**src/rtl/gbdmg_square_voice.sv**
```systemverilog
// gbdmg_square_voice: DMG pulse voice with duty timer, length counter, volume envelope and frequency sweep
module gbdmg_square_voice #(
  parameter int FREQ_W  = 11,
  parameter int LEN_W   = 6,
  parameter int CLK_DIV = 4
) (
  input  logic              in_clk,
  input  logic              in_rst_n,
  input  logic              in_trigger,
  input  logic              in_freq_wr,
  input  logic [FREQ_W-1:0] in_freq,
  input  logic [1:0]        in_duty,
  input  logic              in_len_load,
  input  logic [LEN_W-1:0]  in_len_val,
  input  logic              in_len_en,
  input  logic [3:0]        in_env_vol,
  input  logic              in_env_dir,
  input  logic [2:0]        in_env_period,
  input  logic [2:0]        in_sweep_period,
  input  logic              in_sweep_dir,
  input  logic [2:0]        in_sweep_shift,
  input  logic              in_tick_len,
  input  logic              in_tick_env,
  input  logic              in_tick_sweep,
  output logic [3:0]        out_level,
  output logic              out_active,
  output logic [FREQ_W-1:0] out_freq
);
  localparam int PW = CLK_DIV > 1 ? $clog2(CLK_DIV) : 1;
  localparam logic [LEN_W:0] LEN_FULL = (LEN_W+1)'(2**LEN_W);

  logic [PW-1:0]     presc_q, presc_d;
  logic [FREQ_W-1:0] per_q, per_d, shadow_q, shadow_d;
  logic [2:0]        pos_q, pos_d, env_t_q, env_t_d;
  logic [LEN_W:0]    len_q, len_d;
  logic [3:0]        vol_q, vol_d, sw_t_q, sw_t_d;
  logic              active_q, active_d, sw_en_q, sw_en_d;
  logic              step;
  logic [3:0]        sw_reload;
  logic [FREQ_W:0]   calc_cur, calc_next, calc_trig;
  logic [7:0]        pattern;

  // FREQ_W+1 bit result; the top bit flags overflow in add mode
  function automatic logic [FREQ_W:0] sweep_calc(input logic [FREQ_W-1:0] f, input logic dir,
                                                 input logic [2:0] sh);
    logic [FREQ_W:0] e;
    e = {1'b0, f};
    return dir ? e - (e >> sh) : e + (e >> sh);
  endfunction

  assign step      = (CLK_DIV == 1) || (presc_q == PW'(CLK_DIV - 1));
  assign sw_reload = in_sweep_period == 3'd0 ? 4'd8 : {1'b0, in_sweep_period};
  assign calc_cur  = sweep_calc(shadow_q, in_sweep_dir, in_sweep_shift);
  assign calc_next = sweep_calc(calc_cur[FREQ_W-1:0], in_sweep_dir, in_sweep_shift);
  assign calc_trig = sweep_calc(in_freq, in_sweep_dir, in_sweep_shift);
  assign pattern   = in_duty == 2'd0 ? 8'b00000001 :
                     in_duty == 2'd1 ? 8'b10000001 :
                     in_duty == 2'd2 ? 8'b10000111 : 8'b01111110;
  assign out_level  = active_q && pattern[pos_q] ? vol_q : 4'd0;
  assign out_active = active_q;
  assign out_freq   = shadow_q;

  always_comb begin
    presc_d  = step ? '0 : presc_q + PW'(1);
    per_d    = per_q;
    pos_d    = pos_q;
    len_d    = len_q;
    vol_d    = vol_q;
    env_t_d  = env_t_q;
    shadow_d = shadow_q;
    sw_t_d   = sw_t_q;
    sw_en_d  = sw_en_q;
    active_d = active_q;
    if (step) begin
      per_d = &per_q ? shadow_q : per_q + FREQ_W'(1);
      pos_d = &per_q ? pos_q + 3'd1 : pos_q;
    end
    if (in_len_load)
      len_d = LEN_FULL - {1'b0, in_len_val};
    else if (in_tick_len && in_len_en && len_q != '0) begin
      len_d = len_q - (LEN_W+1)'(1);
      if (len_q == (LEN_W+1)'(1)) active_d = 1'b0;
    end
    if (in_tick_env && in_env_period != 3'd0) begin
      env_t_d = env_t_q <= 3'd1 ? in_env_period : env_t_q - 3'd1;
      if (env_t_q <= 3'd1)
        vol_d = in_env_dir ? (vol_q == 4'd15 ? vol_q : vol_q + 4'd1)
                           : (vol_q == 4'd0 ? vol_q : vol_q - 4'd1);
    end
    if (in_tick_sweep) begin
      sw_t_d = sw_t_q <= 4'd1 ? sw_reload : sw_t_q - 4'd1;
      // a same-cycle register write takes precedence over the sweep result
      if (sw_t_q <= 4'd1 && !in_freq_wr && sw_en_q && in_sweep_period != 3'd0) begin
        if (calc_cur[FREQ_W])
          active_d = 1'b0;
        else if (in_sweep_shift != 3'd0) begin
          shadow_d = calc_cur[FREQ_W-1:0];
          if (calc_next[FREQ_W] && !in_sweep_dir) active_d = 1'b0;
        end
      end
    end
    if (in_freq_wr) shadow_d = in_freq;
    if (in_trigger) begin
      active_d = (in_env_vol != 4'd0 || in_env_dir) &&
                 !(in_sweep_shift != 3'd0 && calc_trig[FREQ_W]);
      per_d    = in_freq;
      presc_d  = '0;
      len_d    = len_q == '0 ? LEN_FULL : len_q;
      vol_d    = in_env_vol;
      env_t_d  = in_env_period;
      shadow_d = in_freq;
      sw_t_d   = sw_reload;
      sw_en_d  = in_sweep_period != 3'd0 || in_sweep_shift != 3'd0;
    end
  end

  always_ff @(posedge in_clk or negedge in_rst_n) begin
    if (!in_rst_n) begin
      presc_q  <= '0;
      per_q    <= '0;
      pos_q    <= '0;
      len_q    <= '0;
      vol_q    <= '0;
      env_t_q  <= '0;
      shadow_q <= '0;
      sw_t_q   <= '0;
      sw_en_q  <= 1'b0;
      active_q <= 1'b0;
    end else begin
      presc_q  <= presc_d;
      per_q    <= per_d;
      pos_q    <= pos_d;
      len_q    <= len_d;
      vol_q    <= vol_d;
      env_t_q  <= env_t_d;
      shadow_q <= shadow_d;
      sw_t_q   <= sw_t_d;
      sw_en_q  <= sw_en_d;
      active_q <= active_d;
    end
  end
endmodule

```
**config.mk**
```make
export PLATFORM = sky130hd
export DESIGN_NAME = gbdmg_square_voice
export DESIGN_NICKNAME = d
export VERILOG_FILES = /design/src/rtl/gbdmg_square_voice.sv
export SDC_FILE = /design/constraint.sdc
export NUM_CORES = 1
export LEC_CHECK = 0
export BUFFER_PORTS_ARGS = -buffer_cell sky130_fd_sc_hd__buf_4
export CAP_MARGIN = 20
export CORE_MARGIN = 2
export CORE_UTILIZATION = 30
export CTS_BUF_LIST = sky130_fd_sc_hd__clkbuf_2
export DETAILED_ROUTE_END_ITERATION = 8
export SLEW_MARGIN = 10
export SYNTH_ARGS = -nofsm -noshare
export SYNTH_HDL_FRONTEND = slang
export SYNTH_SLANG_ARGS = --single-unit
```
**constraint.sdc**
```tcl
create_clock -name in_clk -period 15.06 [get_ports in_clk]
set_clock_uncertainty 0.05 [all_clocks]
set_input_delay 0 -clock in_clk [delete_from_list [all_inputs] [get_ports in_clk]]
set_output_delay 0 -clock in_clk [all_outputs]
set_load 0.005 [all_outputs]
```
=== Word-level counts from Yosys, hierarchy flattened ===
Cells that the tools add are included.

* $add $sub $neg: 15
* $lt $le $gt $ge: 3
* Equality and inequality tests: 9
* Shift operators: 3
* Muxes and demuxes: 46
* Reductions and logical operators: 37

{| class="wikitable"
|+ Operators with widths
! operator !! count
|-
| $mux 11 || 9
|-
| $mux 4 || 11
|-
| $add 11x12->12 || 3
|-
| $mux 12 || 3
|-
| $shr 11x3->12 || 3
|-
| $sub 11x12->12 || 3
|-
| $mux 7 || 4
|-
| $mux 8 || 3
|-
| $reduce_bool 3->1 || 7
|-
| $reduce_and 12->1 || 1
|-
| $add 11x1->11 const B || 1
|-
| $reduce_and 11->1 || 1
|-
| $logic_and 1x1->1 || 10
|-
| $mux 1 || 10
|-
| $mux 3 || 3
|-
| $ne 3x3->1 const B || 3
|-
| $reduce_and 4->1 || 2
|-
| $reduce_bool 2->1 || 4
|-
| $sub 4x1->4 const B || 2
|-
| $eq 7x1->1 const B || 1
|-
| $logic_not 7->1 || 1
|-
| $reduce_bool 7->1 || 1
|-
| $sub 7x1->7 const B || 1
|-
| $sub 7x6->7 const A || 1
|-
| other kinds (20) || 25
|}

* Register bits after elaboration: 47
* Input bits: 43
* Word-level logic and storage cells: 123

=== Depth between registers and ports, before layout ===
Gate-level depths: netlist of the first run.

* Depth in word-level cells: 13
* Depth in mapped cells: 34

=== Worst setup path after synthesis of the first run ===
Ideal clock, no wire load.

* Kind: reg2reg
* From: register shadow_q[3] (netlist: out_freq[3])
* To: register active_q (netlist: out_active)
* Library setup time: 0.076 ns
* Arrival time: 5.522 ns
* Data required time: 14.934 ns
* Slack: 9.412 ns
* Stages on the path, launching flop included: 28
* Buffers on the path: 1
* Period minus slack after synthesis: 5.648 ns
* Path through: dfrtp_1 > mux4_2 > mux2i_1 > ha_1 > and2_1 > and3_1 > a21oi_1 > o32a_1 > ha_1 > buf_2 > and3_1 > nand2b_1 > mux2i_1 > nor4_4 > o21ai_2 > a211o_2 > or2_4 > nor2_1 > nor2_1 > xor2_1 > ha_1 > and4_1 > a21oi_1 > o211ai_1 > o21bai_1 > nand4_1 > a311o_1 > o21ai_1

* Word-level cells in the longest chain between the ends: 13

{| class="wikitable"
|+ Ends and longest elaborated chain
! what !! line !! source
|-
| from (decl) || 33 || <nowiki>logic [FREQ_W-1:0] per_q, per_d, shadow_q, shadow_d;</nowiki>
|-
| from (signal assigned) || 136 || <nowiki>shadow_q <= shadow_d;</nowiki>
|-
| $shr 11x3->12 || 48 || <nowiki>return dir ? e - (e >> sh) : e + (e >> sh);</nowiki>
|-
| $add 11x12->12 / $sub 11x12->12 (equally long branches) || 48 ||
|-
| $mux 12 (*) || 48 ||
|-
| $shr 11x3->12 || 48 ||
|-
| $add 11x12->12 / $sub 11x12->12 (equally long branches) || 48 ||
|-
| $mux 12 || 48 ||
|-
| $logic_and 1x1->1 || 98 || <nowiki>if (calc_next[FREQ_W] && !in_sweep_dir) active_d = 1'b0;</nowiki>
|-
| $mux 1 || 98 ||
|-
| $mux 1 || 96 || <nowiki>else if (in_sweep_shift != 3'd0) begin</nowiki>
|-
| $mux 1 (*) || 94 || <nowiki>if (calc_cur[FREQ_W])</nowiki>
|-
| $mux 1 (*) || 93 || <nowiki>if (sw_t_q <= 4'd1 && !in_freq_wr && sw_en_q && in_sweep_period != 3'd0) begin</nowiki>
|-
| $mux 1 (*) || 90 || <nowiki>if (in_tick_sweep) begin</nowiki>
|-
| $mux 1 (*) || 103 || <nowiki>if (in_trigger) begin</nowiki>
|-
| via active_d || 37 || <nowiki>logic active_q, active_d, sw_en_q, sw_en_d;</nowiki>
|-
| to (signal assigned) || 139 || <nowiki>active_q <= active_d;</nowiki>
|-
| to (decl) || 37 ||
|}

Mark *: on every way through the listed nets, which the timed path passes. The rest lies on a longest branch.
A chain may end at the register's enable or synchronous reset.

=== Worst setup path in the final report of the first run ===
* From: register shadow_q[9] (netlist: out_freq[9])
* To: register active_q (netlist: out_active)

Same word-level chain as after synthesis.

==> metrics.txt, run 1 <==
Least-Margin Pin Slew=846.0 ps; Post-CTS Setup Inserts=0; area of the mapped netlist=roughly 6000 sq um; DR top layer=met4; GRT overflow=0; Site Rows=between 50 and 60; GRT Util Overall=roughly 17%; pin count of the biggest net entering global routing=50; number of antenna diodes=0; period utilisation layout=roughly 43%; Setup CP Type=flop to flop; CTS tree=yes; Net Switching=between 400 and 500 uW; Synth area leaders=dfrtp_1 20%, ha_1 10%, a21oi_1 6.8%; share of layout cells above drive strength 1=about 12%; Clk pwr share=between 10% and 20%; fin util=about 38%; total number of vias=between 6k and 7k; Port Buffer Count=58; unrepaired setup endpoints after global routing=false; Seq/Total Area, Yosys=between 10% and 20%; clk_lat worst skew=460 ps; GP Congestion=0.9058; final worst slack=~8500 ps; Max-Slew Margin vs Limit=between 40% and 50%; Initial DRC Count=410; fillers=2,085; Final setup viols=0; Placement Setup Slack=approximately 8300 ps; Die Ht=about 150 um; number of distinct library cells after synthesis=between 80 and 90; dpl hpwl=approximately 13,000 um; H-Tree Depth=2; number of flops mapped to enable cells by yosys=0; Startpoint Class=flop; Synth top area share=roughly a fifth; failing checks=negative hold slack; DP Area=around 6600 sq um; switching portion of total power=between 50 and 60%; Starting Density=30.73%; slowest stage cell, crit path=dfrtp_1; setup tns final=0 ps; Met3 Wirelength=918 um; routed vias/inst=between 5 and 6; Syn Nets=895; Max VDD drop=around 0.086 mV; Syn Area/Cell=between 7 and 8 sq um; maximum root-to-sink buffer count=2; drt pass-1 iters=5; die extent in x=between 100 and 150 um; metal2 WL=between 8000 and 9000 um; CTS Buf Count=5; yosys warns=0; vias in the first global route=between 5k and 6k; Avg WL per Cell=15.73 um; outcome=complete, but fails checks; core area=around 20,000 sq um; first-pass GRT wire length=slightly above 30,000 um; total power=881.0 uW; WL final=18,250 um; Hold Vio Cnt, Final=2; Clk pin slew, worst setup/hold paths=about 280 ps; Ports=a little under 60; Pint=roughly 440 uW; Worst Path Max Fanout=9; Max Slew Vio Count=0; post-detailed-route count of antenna-violating nets=0; initial antenna violation count=0; Critical Path AT=6870 ps; Pwr per Cell Area=between 100 and 150 nW/um^2; Hold/Removal Path Class=input pin to asynchronous set/reset pin; number of remaining DRC errors=0; Area growth syn-to-layout=22.23%; Synth Flop Type=dfrtp_1; flops & latches, synth=47; FFs w/ async S/R, synth=100.0%; minimum period implied by the final worst setup slack=6538 ps; Max-Cap Viols=0; Root Buffer=clkbuf_2; die area=~21,000 sq um; Gate power share=69.5%; WP data required=around 15,000 ps; WHS=-3.466 ps; sequential power share=about a fifth; Fmax=approximately 0.15 GHz; M1 wire length=roughly 8400 um; CP Capture Type=flop; Cells after Synth=~800; CP peak stage delay=about 600 ps; area leader, netlist=dfrtp_1; clock tree sinks=47; LEAKAGE=3.179 nW; Nets=987; fin area=between 7000 and 8000 sq um
-- stage by stage --
| stage | hold WS, ps | instances |
|---|---|---|
| 6_report | -3.466 | 1160 |
| 5_1_grt | 29.07 | 1160 |
| 4_1_cts | 8.515 | 1160 |
| 3_5_place_dp | 22.07 | 1085 |
| 3_3_place_gp | 24.38 | 1085 |
| 2_1_floorplan | -345.6 | 802 |
-- cell type report --
| type | instances | area, sq um | share of cell area, % |
|---|---|---|---|
| Multi-Input combinational cell | 675 | 4477 | 61.04 |
| Sequential cell | 47 | 1176 | 16.04 |
| Timing Repair Buffer | 126 | 1114 | 15.18 |
| Tap cell | 265 | 331.6 | 4.521 |
| Inverter | 39 | 146.4 | 1.996 |
| Clock inverter | 2 | 60.06 | 0.8188 |
| Clock buffer | 6 | 30.03 | 0.4094 |
-- sequential cells by signal (all words and copies together) (netlist names) --
register and count:
vol_q 4, env_t_q 3, sw_t_q 4, presc_q 2
out_active 1, pos_q 3, per_q 11, sw_en_q 1
len_q 7, out_freq 11
-- power groups by stage --
stage,clock network [mW],logic (mW),registers (mW)
3_3_place_gp,0,0.581,0.181
6_report,0.0899,0.613,0.179
3_5_place_dp,0,0.582,0.180
4_1_cts,0.0931,0.607,0.178
2_1_floorplan,0,0.431,0.168
5_1_grt,0.0966,0.683,0.182
-- cell families after synthesis --
| family | Yosys count | synth area share, % |
|---|---|---|
| buffers and inverters | 80 | 5.796 |
| DFF | 47 | 19.60 |
| and+or+nand+nor | 286 | 22.50 |
| xor gates and xnor gates | 41 | 5.984 |
| AOI/OAI and AO/OA | 261 | 27.84 |
| muxes | 37 | 7.611 |
| adders and majority gates | 50 | 10.68 |
-- layout by cell type (no fill, tap or decap), drive strengths merged, types with 8 or more instances in the layout --
cell type,n
xor2,23
inv,38
nor2,89
buf,59
and3,13
xnor2,18
mux2,9
a31oi,19
a21oi,84
a211oi,8
ha,48
dlygate4sd3,67
nand2,89
nand3,20
o21ai,73
nand2b,13
mux2i,22
dfrtp,47
nor3,18
-- path summary, 6_finish.rpt --
| kind | end | from | cells after the start | slack [ps] |
|---|---|---|---|---|
| min reg2reg | presc_q[0] | presc_q[0] | 1 | 400 |
| max in group asynchronous | env_t_q[1] | in_rst_n | 2 | 14490 |
| min in group in_clk | env_t_q[1] | in_tick_env | 4 | 60 |
| min | len_q[5] | in_rst_n | 2 | -3 |
| max reg2reg | out_active | out_freq[9] | 29 | 8520 |
| max | out_active | out_freq[9] | 29 | 8520 |
-- timing repair --
item,in CTS,in global routing
hold buffers,67,0
gates resized for setup,0,0
endpoints found under the hold margin,91,0
-- synth_stat cells (4+ instances only) --
master	n
a31oi_1	19
nand2_1	89
nor2_1	89
a21oi_1	82
xor2_1	23
clkbuf_1	24
buf_2	4
buf_4	7
nand2b_1	13
mux2_2	9
nand4_1	7
nor2b_1	7
dfrtp_1	47
inv_1	37
o31ai_1	5
nor3_1	18
ha_1	48
o211ai_1	6
buf_1	4
o21ai_0	70
a21o_1	7
o22a_1	6
nand3_1	20
o21bai_1	4
a211oi_1	7
mux4_2	6
xnor2_1	18
and3_1	12
mux2i_1	22
and2_1	5
-- routing by layer --
metal / vias up / global-route usage [%]
met4: 0 / 3.333
met5: - / 0
met3: 17 / 1.724
met1: 2932 / 23.02
li1: 3111 / -
met2: 144 / 29.76
-- worst max-delay path: cells and delay by family, from the launching register on --
| kind | cells | cell delay [ps] |
|---|---|---|
| AND/OR/NAND/NOR | 14 | 2640 |
| AO/OA/AOI/OAI | 10 | 1940 |
| adder cells (fa/ha/maj) | 2 | 710 |
| flip-flops | 1 | 600 |
| multiplexers | 2 | 350 |
| XOR/XNOR | 1 | 150 |
Note: power is estimated with default switching activity, not from simulation.
==> inputs of run 2 (changes only) <==
Clock period 15.06 ns to 5.5 ns, I/O delays scaled along.
==> run 2 against run 1 <==
Against the previous run: register-to-register slack lost 8800 ps; hold slack gained 90 ps; final cell count grew 12%; power grew to 3.5 times the previous value; fmax grew 14%; critical path depth grew 1; sequential share of layout area shrank 2.4 points; largest power group unchanged; worst setup slack lost 8800 ps; the flow finishes with violations (negative setup slack).
==> metrics.txt, run 2 (synthesized netlist as in run 1, its figures left out) <==
Max-Cap Viols=0; post-detailed-route count of antenna-violating nets=0; Max-Slew Margin vs Limit=around 47%; Port Buffer Count=58; routed vias/inst=5.236; total number of vias=between 6k and 7k; commonest cells after routing, fill and taps aside=182 x buf_4, 89 x nand2_1, 84 x nor2_1; Placement Setup Slack=-362.4 ps; core area=19,530 sq um; minimum period implied by the final worst setup slack=around 5700 ps; Least-Margin Pin Slew=798.6 ps; Startpoint Class=flop; Critical Path AT=6110 ps; drt pass-1 iters=5; WP data required=approximately 6000 ps; number of antenna diodes=0; GRT Util Overall=about a fifth; share of layout cells above drive strength 1=27.38%; Clk pin slew, worst setup/hold paths=roughly 280 ps; Nets=~1.1k; commonest non-fill, non-tap cell in the layout=buf_4; final worst slack=-234.3 ps; Hold/Removal Path Class=input pin to flop; Max Slew Vio Count=0; Fmax=around 0.17 GHz; Hold Vio Cnt, Final=0; Area growth syn-to-layout=44.35%; clock tree sinks=47; Final setup viols=1; H-Tree Depth=2; Starting Density=30.73%; unrepaired setup endpoints after global routing=true; maximum root-to-sink buffer count=2; pin count of the biggest net entering global routing=50; Avg WL per Cell=about 16 um; number of remaining DRC errors=0; failing checks=negative setup slack; CTS tree=yes; die area=between 20,000 and 25,000 sq um; slowest stage cell, crit path=dfrtp_1; CTS Buf Count=5; dpl hpwl=15,140 um; GP Congestion=approximately 0.88; Initial DRC Count=414; clk_lat worst skew=about 500 ps; Ports=59; period utilisation layout=104.3%; GRT overflow=0; die extent in x=~150 um; Worst Path Max Fanout=8; fillers=approximately 2.0k; Die Ht=about 150 um; LEAKAGE=3.843 nW; setup tns final=-234.3 ps; initial antenna violation count=0; first-pass GRT wire length=approximately 33,000 um; outcome=complete, but fails checks; vias in the first global route=between 6k and 7k; Site Rows=between 50 and 60; Max VDD drop=0.1747 mV; Setup CP Type=flop to flop; WL final=about 20,000 um; CP Capture Type=flop; CP peak stage delay=between 400 and 500 ps; Root Buffer=clkbuf_2; Pwr per Cell Area=about 360 nW/um^2
-- run 2: cell count changes in the layout (fill, tap and decap cells not counted), sizes merged --
cell / before / now
buf: 59 / 186
bufinv: 2 / 0
clkinvlp: 0 / 1
dlygate4sd3: 67 / 75
inv: 38 / 39
-- run 2: cell type report --
| type | instances | area [sq um] | share of cell area [%] |
|---|---|---|---|
| Clock inverter | 2 | 16.27 | 0.1878 |
| Clock buffer | 6 | 30.03 | 0.3467 |
| Tap cell | 265 | 331.6 | 3.828 |
| Multi-Input combinational cell | 675 | 4765 | 55.01 |
| Sequential cell | 47 | 1177 | 13.59 |
| Timing Repair Buffer | 261 | 2196 | 25.35 |
| Inverter | 39 | 146.4 | 1.690 |
-- run 2: timing repair --
action / 4_1_cts / 5_1_grt
gates resized for setup: 23 / 47
hold buffers: 76 / 0
pin swaps: 8 / 13
endpoints found under the hold margin: 91 / 0
setup buffers: 3 / 2
endpoints found under the setup margin: 1 / 1
-- run 2: worst paths after layout --
kind,end,slack [ps],depth (start not counted),start
setup / recovery,out_active,-230,30,out_freq[7]
hold / removal,out_active,90,7,in_freq_wr
setup reg to reg,out_active,-230,30,out_freq[7]
hold reg to reg,presc_q[0],410,1,presc_q[0]
max in group asynchronous,vol_q[2],4690,4,in_rst_n
min in group asynchronous,len_q[2],470,4,in_rst_n
-- run 2: routing by layer --
metal	GRT usage, %	vias to the layer above	wire length, um
met5	0	-	0
li1	-	3377	-
met3	2.602	31	801
met1	24.39	3208	9300
met2	32.77	165	9697
met4	6.029	0	507
-- run 2: worst max-delay path: cells and delay by family, from the launching register on --
| kind | cells | cell delay [ps] |
|---|---|---|
| xor gates and xnor gates | 1 | 130 |
| DFF | 1 | 440 |
| muxes | 2 | 420 |
| adders and majority gates | 2 | 520 |
| AOI/OAI and AO/OA | 10 | 1930 |
| buffers and inverters | 3 | 460 |
| and+or+nand+nor | 12 | 1730 |
-- run 2: metrics by stage --
stage	instance area [sq um]	util, %	power [mW]	cells	hold WS, ps
2_1_floorplan	6006	-	1.642	802	-345.6
3_3_place_gp	7512	38.47	2.602	1206	21.75
3_5_place_dp	7512	38.47	2.620	1206	20.20
4_1_cts	8451	43.28	2.949	1293	57.42
5_1_grt	8662	44.36	3.366	1295	95.30
6_report	8662	44.36	3.108	1295	86.79
-- run 2: power by group --
group / internal, mW / switching (mW) / total [mW]
Sequential: 0.401 / 0.0542 / 0.455
Clock: 0.0348 / 0.134 / 0.169
Combinational: 1.23 / 1.25 / 2.48
==> inputs of run 3 (changes only) <==
Settings changed: PLACE_DENSITY set to 0.45.
==> run 3 against run 2 <==
Against the previous run: the flow still finishes with violations (negative setup slack); worst setup slack got worse by 41 ps; clock power decreased by 4%; wire length is 1.7% higher; combinational power fell by 6%; non-clock buffer count fell by 10; sequential share of layout area grew 0.48 points; final area shrank 3.5%; hold slack better by 22 ps; final cell count decreased by 0.69%; highest routed layer unchanged.
==> metrics.txt, run 3 (synthesized netlist as in run 1, its figures left out) <==
outcome=complete, but fails checks; failing checks=negative setup slack; Gate power share=79.0%; commonest cells after routing, fill and taps aside=177 x buf_4, 88 x nand2_1, 87 x nor2_1; drt pass-1 iters=5; sequential power share=between 15 and 20%; maximum root-to-sink buffer count=2; Max-Cap Viols=0; Initial DRC Count=about 360; Max VDD drop=~0.22 mV; multi-input logic area=approximately 4600 sq um; Critical Path AT=6140 ps; Ports=between 50 and 60; Clk pwr share=~5.5%; cell depth of the worst flop-to-flop path=28; number of remaining DRC errors=0; CTS Buf Count=5; dpl hpwl=15,740 um; R2R Setup Slk=-280 ps; Nets=1,112; clk_lat worst skew=470 ps; Least-Margin Pin Slew=about 800 ps; share of layout cells above drive strength 1=23.82%; minimum period implied by the final worst setup slack=just under 6000 ps; clock tree sinks=47; Setup CP Type=flop to flop; slowest stage cell, crit path=mux4_2; pin count of the biggest net entering global routing=50; GP Congestion=between 0.8 and 0.9; Pint=1.559 mW; Worst Min Path Start=in_sweep_dir; Root Buffer=clkbuf_2; fin util=a little over two fifths; post-detailed-route count of antenna-violating nets=0; CP Capture Type=flop; Max-Slew Margin vs Limit=~47%; Final setup viols=1; worst reg2reg path startpoint=out_freq[1]; Pwr per Cell Area=~350 nW/um^2; LEAKAGE=around 3.8 nW; Avg WL per Cell=between 15 and 20 um; Reg2Reg Capture Point=out_active; CP peak stage delay=just under 500 ps; GRT overflow=0; Worst Hold Path EP=out_active; WP data required=5870 ps; switching portion of total power=~47%; core area=~20,000 sq um; commonest non-fill, non-tap cell in the layout=buf_4; Startpoint Class=flop; DP Area=about 7400 sq um; hold path depth=5; Max Slew Vio Count=0; fin area=roughly 8400 sq um; Starting Density=between 30% and 40%; Die Ht=around 150 um; Site Rows=between 50 and 60; Worst Path Max Fanout=5; Area growth syn-to-layout=39.24%; first-pass GRT wire length=33,890 um; die area=approximately 21,000 sq um; fillers=2,051; Hold Vio Cnt, Final=0; total number of vias=6,646; H-Tree Depth=2; Reg area=between 1000 and 1500 sq um; routed vias/inst=~5.2; CTS tree=yes; vias in the first global route=~6.5k; Clk pin slew, worst setup/hold paths=between 200 and 300 ps; initial antenna violation count=1; total power=2.930 mW; final worst slack=-275.3 ps; GRT Util Overall=about a fifth; die extent in x=145.4 um; unrepaired setup endpoints after global routing=true; WL final=between 20,000 and 25,000 um; period utilisation layout=105.0%; Fmax=roughly 0.17 GHz; Net Switching=1.371 mW; Hold/Removal Path Class=input pin to flop; Port Buffer Count=between 50 and 60
==> run 3: final cells by class <==
class                   count  share of cell area, %
diodes                      1                0.02995
clock buffers               5                 0.2995
clock inverters             3                 0.2246
inverters                  39                  1.752
multi-input cells         675                  54.88
flip-flops and latches     47                  14.08
well taps                 265                  3.968
repair buffers            251                  24.77
==> run 3: metrics by stage <==
stage / setup TNS [ps] / setup slack (ps) / cells / hold slack [ps]
2_1_floorplan: -38.59 / -38.59 / 802 / -345.6
3_3_place_gp: -301.1 / -301.1 / 1201 / 25.51
3_5_place_dp: -405.6 / -405.6 / 1201 / 22.75
4_1_cts: -311.2 / -311.2 / 1284 / 85.52
5_1_grt: -686.1 / -686.1 / 1286 / 151.1
6_report: -275.3 / -275.3 / 1286 / 108.5
==> run 3: power groups by stage <==
stage	Clock (mW)	Combinational, mW	Sequential, mW
global placement	0	2.18	0.459
CTS	0.170	2.28	0.453
global route	0.183	2.57	0.463
floorplan	0	1.18	0.460
finish	0.162	2.32	0.453
detailed placement	0	2.15	0.460
==> run 3: timing repair <==
| action | in CTS | in global routing |
|---|---|---|
| pin swaps | 3 | 3 |
| hold buffers | 74 | 0 |
| setup buffers | 1 | 1 |
| endpoints found under the hold margin | 91 | 0 |
| resized for setup | 14 | 13 |
| endpoints found under the setup margin | 1 | 1 |
==> run 3: worst max-delay path by stage <==
| stage | depth (start not counted) | slack, ps | to | from |
|---|---|---|---|---|
| finish | 28 | -280 | out_active | out_freq[1] |
| global placement | 27 | -300 | out_active | out_freq[3] |
| detailed placement | 28 | -410 | out_active | out_freq[1] |
| global route | 30 | -690 | out_active | out_freq[7] |
| floorplan | 29 | -40 | out_active | out_freq[3] |
| CTS | 26 | -310 | out_active | out_freq[1] |
==> run 3: layer usage <==
metal | global-route usage [%] | routed length, um
met5 | 0 | 0
met4 | 4.216 | 241
met3 | 1.599 | 620
met2 | 34.50 | 10120
met1 | 25.96 | 9667
==> run 3: critical path: cells and delay by family (launching register included) <==
family | cells | cell delay [ps]
compound gates | 9 | 1540
xor+xnor | 1 | 150
fa+ha+maj | 3 | 830
buf+inv | 1 | 130
flops | 1 | 450
mux | 3 | 800
simple gates | 11 | 1780
